===== config.mk =====
export PLATFORM = sky130hd
export DESIGN_NAME = bin2bcd_seq
export DESIGN_NICKNAME = d
export VERILOG_FILES = /design/src/rtl/bin2bcd_pkg.sv /design/src/rtl/bcd_add3.sv /design/src/rtl/bin2bcd_seq.sv
export SDC_FILE = /design/constraint.sdc
export NUM_CORES = 1
export LEC_CHECK = 0
export BUFFER_PORTS_ARGS = -buffer_cell sky130_fd_sc_hd__buf_2
export CAP_MARGIN = 15
export CORE_ASPECT_RATIO = 1.5
export CORE_MARGIN = 8
export CORE_UTILIZATION = 35
export CTS_BUF_LIST = sky130_fd_sc_hd__clkbuf_16
export DETAILED_ROUTE_END_ITERATION = 6
export PLACE_DENSITY = 0.53
export SYNTH_ARGS = -nofsm -noshare
export SYNTH_HDL_FRONTEND = slang
export SYNTH_HIERARCHICAL = 1
export SYNTH_SLANG_ARGS = --single-unit

===== constraint.sdc =====
create_clock -name clk -period 2.2 [get_ports clk]
set_input_delay 0 -clock clk [delete_from_list [all_inputs] [get_ports clk]]
set_output_delay 0 -clock clk [all_outputs]
set_load 0.1 [all_outputs]

===== src/rtl/bin2bcd_pkg.sv =====
// Shared definitions for the sequential binary-to-BCD converter.
//   WIDTH   : binary operand width (14 bits covers 0..16383)
//   DIGITS  : number of packed BCD digits on the result
//   MAX_VAL : largest value representable in DIGITS decimal digits
//   CNT_W   : width of the shift-iteration counter
//   state_e : converter FSM states
package bin2bcd_pkg;

    localparam int unsigned WIDTH   = 14;
    localparam int unsigned DIGITS  = 4;
    localparam int unsigned MAX_VAL = 9999;
    localparam int unsigned CNT_W   = $clog2(WIDTH);

    typedef enum logic [1:0] {
        StIdle,
        StShift,
        StDone
    } state_e;

endpackage


===== src/rtl/bcd_add3.sv =====
// Double-dabble digit correction: adds 3 to a BCD digit of 5 or more so the
// following left shift carries correctly into the next decimal digit.
//   digit : 4-bit BCD digit before correction
//   adj   : corrected digit (4-bit result, no carry out)
module bcd_add3 (
    input  logic [3:0] digit,
    output logic [3:0] adj
);

    always_comb begin
        adj = digit;
        if (digit >= 4'd5) begin
            adj = digit + 4'd3;
        end
    end

endmodule


===== src/rtl/bin2bcd_seq.sv =====
// Sequential binary-to-BCD converter feeding the seven-segment display
// controller. One shift-and-add-3 iteration per cycle; inputs above MAX_VAL
// are clamped and flagged.
//   clk   : system clock, rising edge
//   rst   : asynchronous active-high reset
//   start : conversion request, only honoured while idle
//   bin   : binary operand, captured on the accepting edge
//   busy  : high from the accepting edge until the result is written
//   done  : one-cycle pulse in the first cycle bcd shows a new result
//   bcd   : packed BCD result, digit 3 in the top nibble; holds last result
//   ovf   : last accepted operand exceeded MAX_VAL
module bin2bcd_seq
    import bin2bcd_pkg::*;
#(
    parameter int unsigned WIDTH  = bin2bcd_pkg::WIDTH,
    parameter int unsigned DIGITS = bin2bcd_pkg::DIGITS
) (
    input  logic                  clk,
    input  logic                  rst,
    input  logic                  start,
    input  logic [WIDTH-1:0]      bin,
    output logic                  busy,
    output logic                  done,
    output logic [4*DIGITS-1:0]   bcd,
    output logic                  ovf
);

    localparam int unsigned CntW = $clog2(WIDTH);
    localparam int unsigned BcdW = 4 * DIGITS;

    localparam logic [CntW-1:0]  LastIter = CntW'(WIDTH - 1);
    localparam logic [WIDTH-1:0] MaxBin   = WIDTH'(MAX_VAL);

    state_e            state_q, state_d;
    logic [CntW-1:0]   cnt_q, cnt_d;
    logic [WIDTH-1:0]  bin_sr_q, bin_sr_d;
    logic [BcdW-1:0]   bcd_sr_q, bcd_sr_d;
    logic [BcdW-1:0]   bcd_q, bcd_d;
    logic              busy_q, busy_d;
    logic              done_q, done_d;
    logic              ovf_q, ovf_d;

    logic              over_max;
    logic [WIDTH-1:0]  bin_clamped;
    logic [BcdW-1:0]   bcd_adj;

    // Clamping to MAX_VAL keeps every digit in 0..9, so the scratch register
    // never needs a spare carry digit.
    assign over_max    = (bin > MaxBin);
    assign bin_clamped = over_max ? MaxBin : bin;

    for (genvar i = 0; i < DIGITS; i++) begin : g_add3
        bcd_add3 u_add3 (
            .digit (bcd_sr_q[4*i +: 4]),
            .adj   (bcd_adj[4*i +: 4])
        );
    end

    always_comb begin
        state_d  = state_q;
        cnt_d    = cnt_q;
        bin_sr_d = bin_sr_q;
        bcd_sr_d = bcd_sr_q;
        bcd_d    = bcd_q;
        busy_d   = busy_q;
        done_d   = 1'b0;
        ovf_d    = ovf_q;

        unique case (state_q)
            StIdle: begin
                if (start) begin
                    bin_sr_d = bin_clamped;
                    bcd_sr_d = '0;
                    cnt_d    = '0;
                    busy_d   = 1'b1;
                    ovf_d    = over_max;
                    state_d  = StShift;
                end
            end
            StShift: begin
                // Correct digits first, then shift the whole {bcd, bin} pair.
                {bcd_sr_d, bin_sr_d} = {bcd_adj, bin_sr_q} << 1;
                cnt_d = cnt_q + CntW'(1);
                if (cnt_q == LastIter) begin
                    state_d = StDone;
                end
            end
            StDone: begin
                bcd_d   = bcd_sr_q;
                done_d  = 1'b1;
                busy_d  = 1'b0;
                state_d = StIdle;
            end
            default: begin
                state_d = StIdle;
            end
        endcase
    end

    always_ff @(posedge clk or posedge rst) begin
        if (rst) begin
            state_q  <= StIdle;
            cnt_q    <= '0;
            bin_sr_q <= '0;
            bcd_sr_q <= '0;
            bcd_q    <= '0;
            busy_q   <= 1'b0;
            done_q   <= 1'b0;
            ovf_q    <= 1'b0;
        end else begin
            state_q  <= state_d;
            cnt_q    <= cnt_d;
            bin_sr_q <= bin_sr_d;
            bcd_sr_q <= bcd_sr_d;
            bcd_q    <= bcd_d;
            busy_q   <= busy_d;
            done_q   <= done_d;
            ovf_q    <= ovf_d;
        end
    end

    assign busy = busy_q;
    assign done = done_q;
    assign bcd  = bcd_q;
    assign ovf  = ovf_q;

endmodule


==> flow_summary.yaml, run 1 <==
status:
  status: "finished, final reports clean"
critical_path:
  timing.rr.start: "state_q[1]$_DFFE_PP0P_"
  reg2reg_depth: 3
  r2r_setup_slack_ns: 0.44
  required_ns: 2.43
  cp_max_fo: 24
  endpoint_kind: "register"
  arrival_ns: 1.99
  r2r-end: "bin_sr_q[11]$_DFFE_PP0P_"
  start_kind: "register"
  path_class: "reg -> reg"
timing:
  worstMarginPinSlew_ns: 0.8874
  min_period_ns: 1.757
  setup_tns_ns: 0
  period_share: 0.7987
  slew_headroom: 0.4084
  finalHoldViolCount: 0
  report.final.slew_viol_count: 0
  fmaxAchievable_mhz: 569.1
  setup_viol: 0
  rsz0062_at_grt: "no"
  final.setup_skew_ns: 0.005847
worst_hold_path:
  hold_end: "bin_sr_q[9]$_DFFE_PP0P_"
  hold_depth: 3
  hp-class: "in -> reg"
  hold_path.startpoint: "bin[9]"
place:
  hpwl_um: 3866
  port_buffers: 35
  gp_congestion: 0.6959
cells_and_area:
  insertedDiodeCount: 0
  syn_to_final_growth_pct: 19.54
  fillers: 781
  post-route-util: 0.4283
  drive_above_1_share: 0.2406
  fin_nets: 346
global_routing:
  grt_antenna_before_repair: 0
  grt_max_degree: 27
  overflow: 0
  grt_pass1_wl_um: 9597
  track_usage: 0.1125
  grt_pass1_vias: 2065
detailed_routing:
  drt_wl_total_um: 5524
  vias_per_cell: 4.853
  wl_per_cell_um: 13.09
  drc: 0
  drt_iter0_drc: 59
  vias: 2048
  drtAntennaViolNets: 0
  first_pass_iters: 4
floorplan:
  placementRows: 39
  die_w_um: 88.08
  core_um2: 7612
  die_y_um: 124.1
  io_pins: 36
  initial_utilization: 0.3583
  dieArea_um2: 10930
clocking:
  clk_latency_ns: 0.29
  cts_root_buf: "clkbuf_16"
  cts.sinks: 55
  cts_resized: 0
  clk_path_buf_depth: 2
  cts_tree: "yes"
  h-tree-depth: 2
  clk_pin_slew_ns: 0.07
  cts_buffers: 5
flow_run:
  cap_violations: 0
synthesis:
  netlist_instances: 271
  syn_area_um2: 2728
  yosysWarnings: 6
  synth_area_per_cell_um2: 10.07
  syn_nets: 298
==> worst max path at each step <==
stage | from | endpoint | slack, ns | cells past startpoint
final | state_q[1]$_DFFE_PP0P_ | bin_sr_q[11]$_DFFE_PP0P_ | 0.44 | 3
after floorplan | state_q[1]$_DFFE_PP0P_ | bin_sr_q[8]$_DFFE_PP0P_ | 0.81 | 5
after CTS | state_q[1]$_DFFE_PP0P_ | bin_sr_q[10]$_DFFE_PP0P_ | 0.44 | 3
after detailed placement | state_q[1]$_DFFE_PP0P_ | bin_sr_q[10]$_DFFE_PP0P_ | 0.44 | 3
after global placement | state_q[1]$_DFFE_PP0P_ | bin_sr_q[10]$_DFFE_PP0P_ | 0.48 | 3
after global routing | state_q[1]$_DFFE_PP0P_ | bin_sr_q[11]$_DFFE_PP0P_ | 0.24 | 3
==> flip-flops by register name, indices dropped and copies added (netlist names) <==
name	count
bcd	16
bcd_sr_q	16
bin_sr_q	14
cnt_q	4
state_q	2
busy	1
done	1
ovf	1
==> layer usage <==
layer,up-vias,share of wire,track usage
met5,-,0,0
met4,0,0.017,0.05101
met3,6,0.057,0.03104
met2,46,0.49,0.1923
met1,981,0.44,0.1269
li1,1015,-,-
==> final cells by class <==
type / count / area, µm² / share of cell area
Clock buffer: 5 / 125.1 / 0.03837
Clock inverter: 3 / 11.26 / 0.003454
Inverter: 18 / 67.56 / 0.02072
Multi-Input combinational cell: 186 / 1217 / 0.3734
Sequential cell: 55 / 1376 / 0.4221
Tap cell: 102 / 127.6 / 0.03914
Timing Repair Buffer: 53 / 335.3 / 0.1028
==> per-stage QoR <==
stage | setup WS, ns | hold slack [ns] | instances | cell area (µm²)
after floorplan | 0.8078 | 0.1369 | 271 | 2728
after global placement | 0.4767 | 0.08132 | 404 | 3024
after detailed placement | 0.4355 | 0.07963 | 404 | 3024
after CTS | 0.4423 | 0.005648 | 422 | 3261
after global routing | 0.2440 | 0.03357 | 422 | 3261
final | 0.4429 | 0.02030 | 422 | 3261
==> critical path, stage by stage, from the launching register on <==
cell,delay (ns)
dfrtp_1,0.46
or3b_1,0.78
nor3b_1,0.32
a221o_1,0.14
==> what timing repair did <==
| action | in CTS | in global routing |
|---|---|---|
| buffers inserted | 0 | 0 |
| setup endpoints to repair | 0 | 0 |
| hold endpoints to repair | 33 | 0 |
| hold buffers | 10 | 0 |
==> cell usage in the layout (no fill, tap or decap), types with 5 or more instances in the layout <==
master,n
nand3_1,19
buf_4,8
mux2i_1,5
buf_2,35
nand2b_1,12
nor2_1,8
dfrtp_1,55
mux2_2,16
nand2_1,57
o21ai_1,6
o21ai_0,10
dlygate4sd3_1,10
clkbuf_16,5
ha_1,10
inv_1,18
Power of run 1 is not shown: default switching activity piles up to over one toggle a cycle in this logic, so the estimate is an artifact.
==> inputs of run 2 (changes only) <==
==> constraint.sdc (replaced) <==
create_clock -name clk -period 1.7 [get_ports clk]
set_input_delay 0 -clock clk [delete_from_list [all_inputs] [get_ports clk]]
set_output_delay 0 -clock clk [all_outputs]
set_load 0.1 [all_outputs]
==> run 2 against run 1 <==
  * Worst hold slack worse by 0.017 ns
  * Maximum frequency rose by 17%
  * Setup slack worse by 0.25 ns
  * Count of clock-buffer cells in the layout unchanged
  * Via count rose by 1.4%
  * Final area is 1.2% higher
  * Clock skew decreased by 0.0027 ns
  * Non-clock buffer count unchanged
  * Die area did not move
  * Routed wire length increased by 2.2%
  * Critical path type unchanged
  * Largest cell class unchanged
==> flow_summary.yaml, run 2 (synthesis results as in run 1) <==
critical_path:
  timing.rr.start: "state_q[1]$_DFFE_PP0P_"
  endpoint_kind: "register"
  start_kind: "register"
  cp_max_fo: 13
  crit_start: "state_q[1]$_DFFE_PP0P_"
  required_ns: 1.87
  path_class: "reg -> reg"
  arrival_ns: 1.67
global_routing:
  met3_usage: 0.03104
  grt_pass1_wl_um: 9735
  overflow: 0
  track_usage: 0.1134
  grt_antenna_before_repair: 0
  grtUsageMet2: 0.1979
  grt_max_degree: 56
  grtUsageMet1: 0.1296
  grt_pass1_vias: 2063
  grt_busiest_layer: "met2"
timing:
  report.final.slew_viol_count: 0
  worstMarginPinSlew_ns: 0.5353
  min_period_ns: 1.502
  setup_tns_ns: 0
  finalWorstSetupSlack_ns: 0.1976
  period_share: 0.8838
  rsz0062_at_grt: "no"
  setup_viol: 0
  fmaxAchievable_mhz: 665.6
  finalHoldViolCount: 0
  slew_headroom: 0.6398
  final.setup_skew_ns: 0.003107
pwr:
  power_density_nw_per_um2: 2153
  switchingPower_mw: 3.429
  seqPwrFrac: 0.332
  finalPower_mw: 7.100
  switching_share: 0.4830
  ir_drop_uv: 865.6
  p_leak_nw: 1.605
  p_comb_frac: 0.508
  clkPwrFrac: 0.160
  intPower_mw: 3.671
floorplan:
  core_um2: 7612
  io_pins: 36
  die_w_um: 88.08
  dieArea_um2: 10930
  placementRows: 39
  initial_utilization: 0.3583
  die_y_um: 124.1
detailed_routing:
  first_pass_iters: 4
  drc: 0
  drtAntennaViolNets: 0
  drt_iter0_drc: 96
  vias_per_cell: 4.919
  wl_per_cell_um: 13.38
  vias: 2076
  drt_wl_total_um: 5645
cells_and_area:
  syn_to_final_growth_pct: 20.92
  insertedDiodeCount: 0
  post-route-util: 0.4333
  drive_above_1_share: 0.2500
  fin_nets: 346
  layout_commonest_cell: "nand2_1"
  most-common-layout-cells: "nand2_1 (57), dfrtp_1 (55), buf_2 (35)"
clocking:
  cts_root_buf: "clkbuf_16"
  clk_latency_ns: 0.29
  cts_buffers: 5
  h-tree-depth: 2
  cts.sinks: 55
  clk_path_buf_depth: 2
  clk_pin_slew_ns: 0.07
  cts_resized: 0
  cts_tree: "yes"
worst_hold_path:
  hold_path.startpoint: "bin[8]"
  hp-class: "in -> reg"
flow_run:
  cap_violations: 0
place:
  hpwl_um: 4011
  port_buffers: 35
  pre_cts_ws_ns: 0.1936
  gp_congestion: 0.7251
status:
  status: "finished, final reports clean"
-- run 2: changes by cell type in the layout (fill, tap and decap cells not counted) --
cell,delta
inv_1,-1
clkinv_2,+1
clkinv_1,-1
buf_12,+1
bufinv_16,+1
dlygate4sd3_1,-1
-- run 2: critical path, cell delays in order, from the launching register on --
cell and delay [ns]:
dfrtp_1 0.46, or3b_1 0.42, buf_4 0.20, nor3_1 0.18
o21ai_0 0.12
-- run 2: power groups by stage --
stage | Sequential [mW] | Clock, mW | Combinational, mW
after floorplan | 3.67 | 0 | 1.64
after global placement | 2.39 | 0 | 3.58
after global routing | 2.46 | 1.23 | 3.96
after detailed placement | 2.40 | 0 | 3.64
final | 2.36 | 1.14 | 3.61
after CTS | 2.38 | 1.18 | 3.66
-- run 2: path summary, 6_finish.rpt --
check	slack [ns]	endpoint	cells past startpoint
max in group asynchronous	1.14	cnt_q[3]$_DFFE_PP0P_	4
worst max-delay path	0.20	bin_sr_q[10]$_DFFE_PP0P_	4
worst max register to register	0.20	bin_sr_q[10]$_DFFE_PP0P_	4
worst min register to register	0.48	bcd_sr_q[0]$_DFFE_PP0P_	2
min in group asynchronous	0.33	bin_sr_q[8]$_DFFE_PP0P_	4
worst min-delay path	0.003	bin_sr_q[8]$_DFFE_PP0P_	3
-- run 2: area by class of cell --
| class | count | area (µm²) |
|---|---|---|
| fillers | 773 | 4314 |
| flip-flops and latches | 55 | 1376 |
| multi-input cells | 186 | 1217 |
| repair buffers | 53 | 345.3 |
| well taps | 102 | 127.6 |
| clock buffers | 5 | 125.1 |
| inverters | 18 | 67.56 |
| clock inverters | 3 | 38.79 |
-- run 2: layer usage --
layer | share of wire | wire length, µm
met2 | 0.52 | 2935
met1 | 0.41 | 2340
met3 | 0.053 | 299
met5 | 0 | 0
met4 | 0.012 | 69
-- run 2: stage by stage --
stage               std cells  area (µm²)  hold WS [ns]
floorplan                 271        2728        0.1369
global placement          405        3044       0.07968
detailed placement        405        3044       0.08677
CTS                       422        3298      0.001250
global route              422        3298       0.01368
finish                    422        3298      0.002831
-- run 2: repair_timing --
item | in CTS | in global routing
hold buffers | 9 | 0
setup buffers | 0 | 0
endpoints found under the hold margin | 63 | 0
Power figures use the tool's default switching activity.
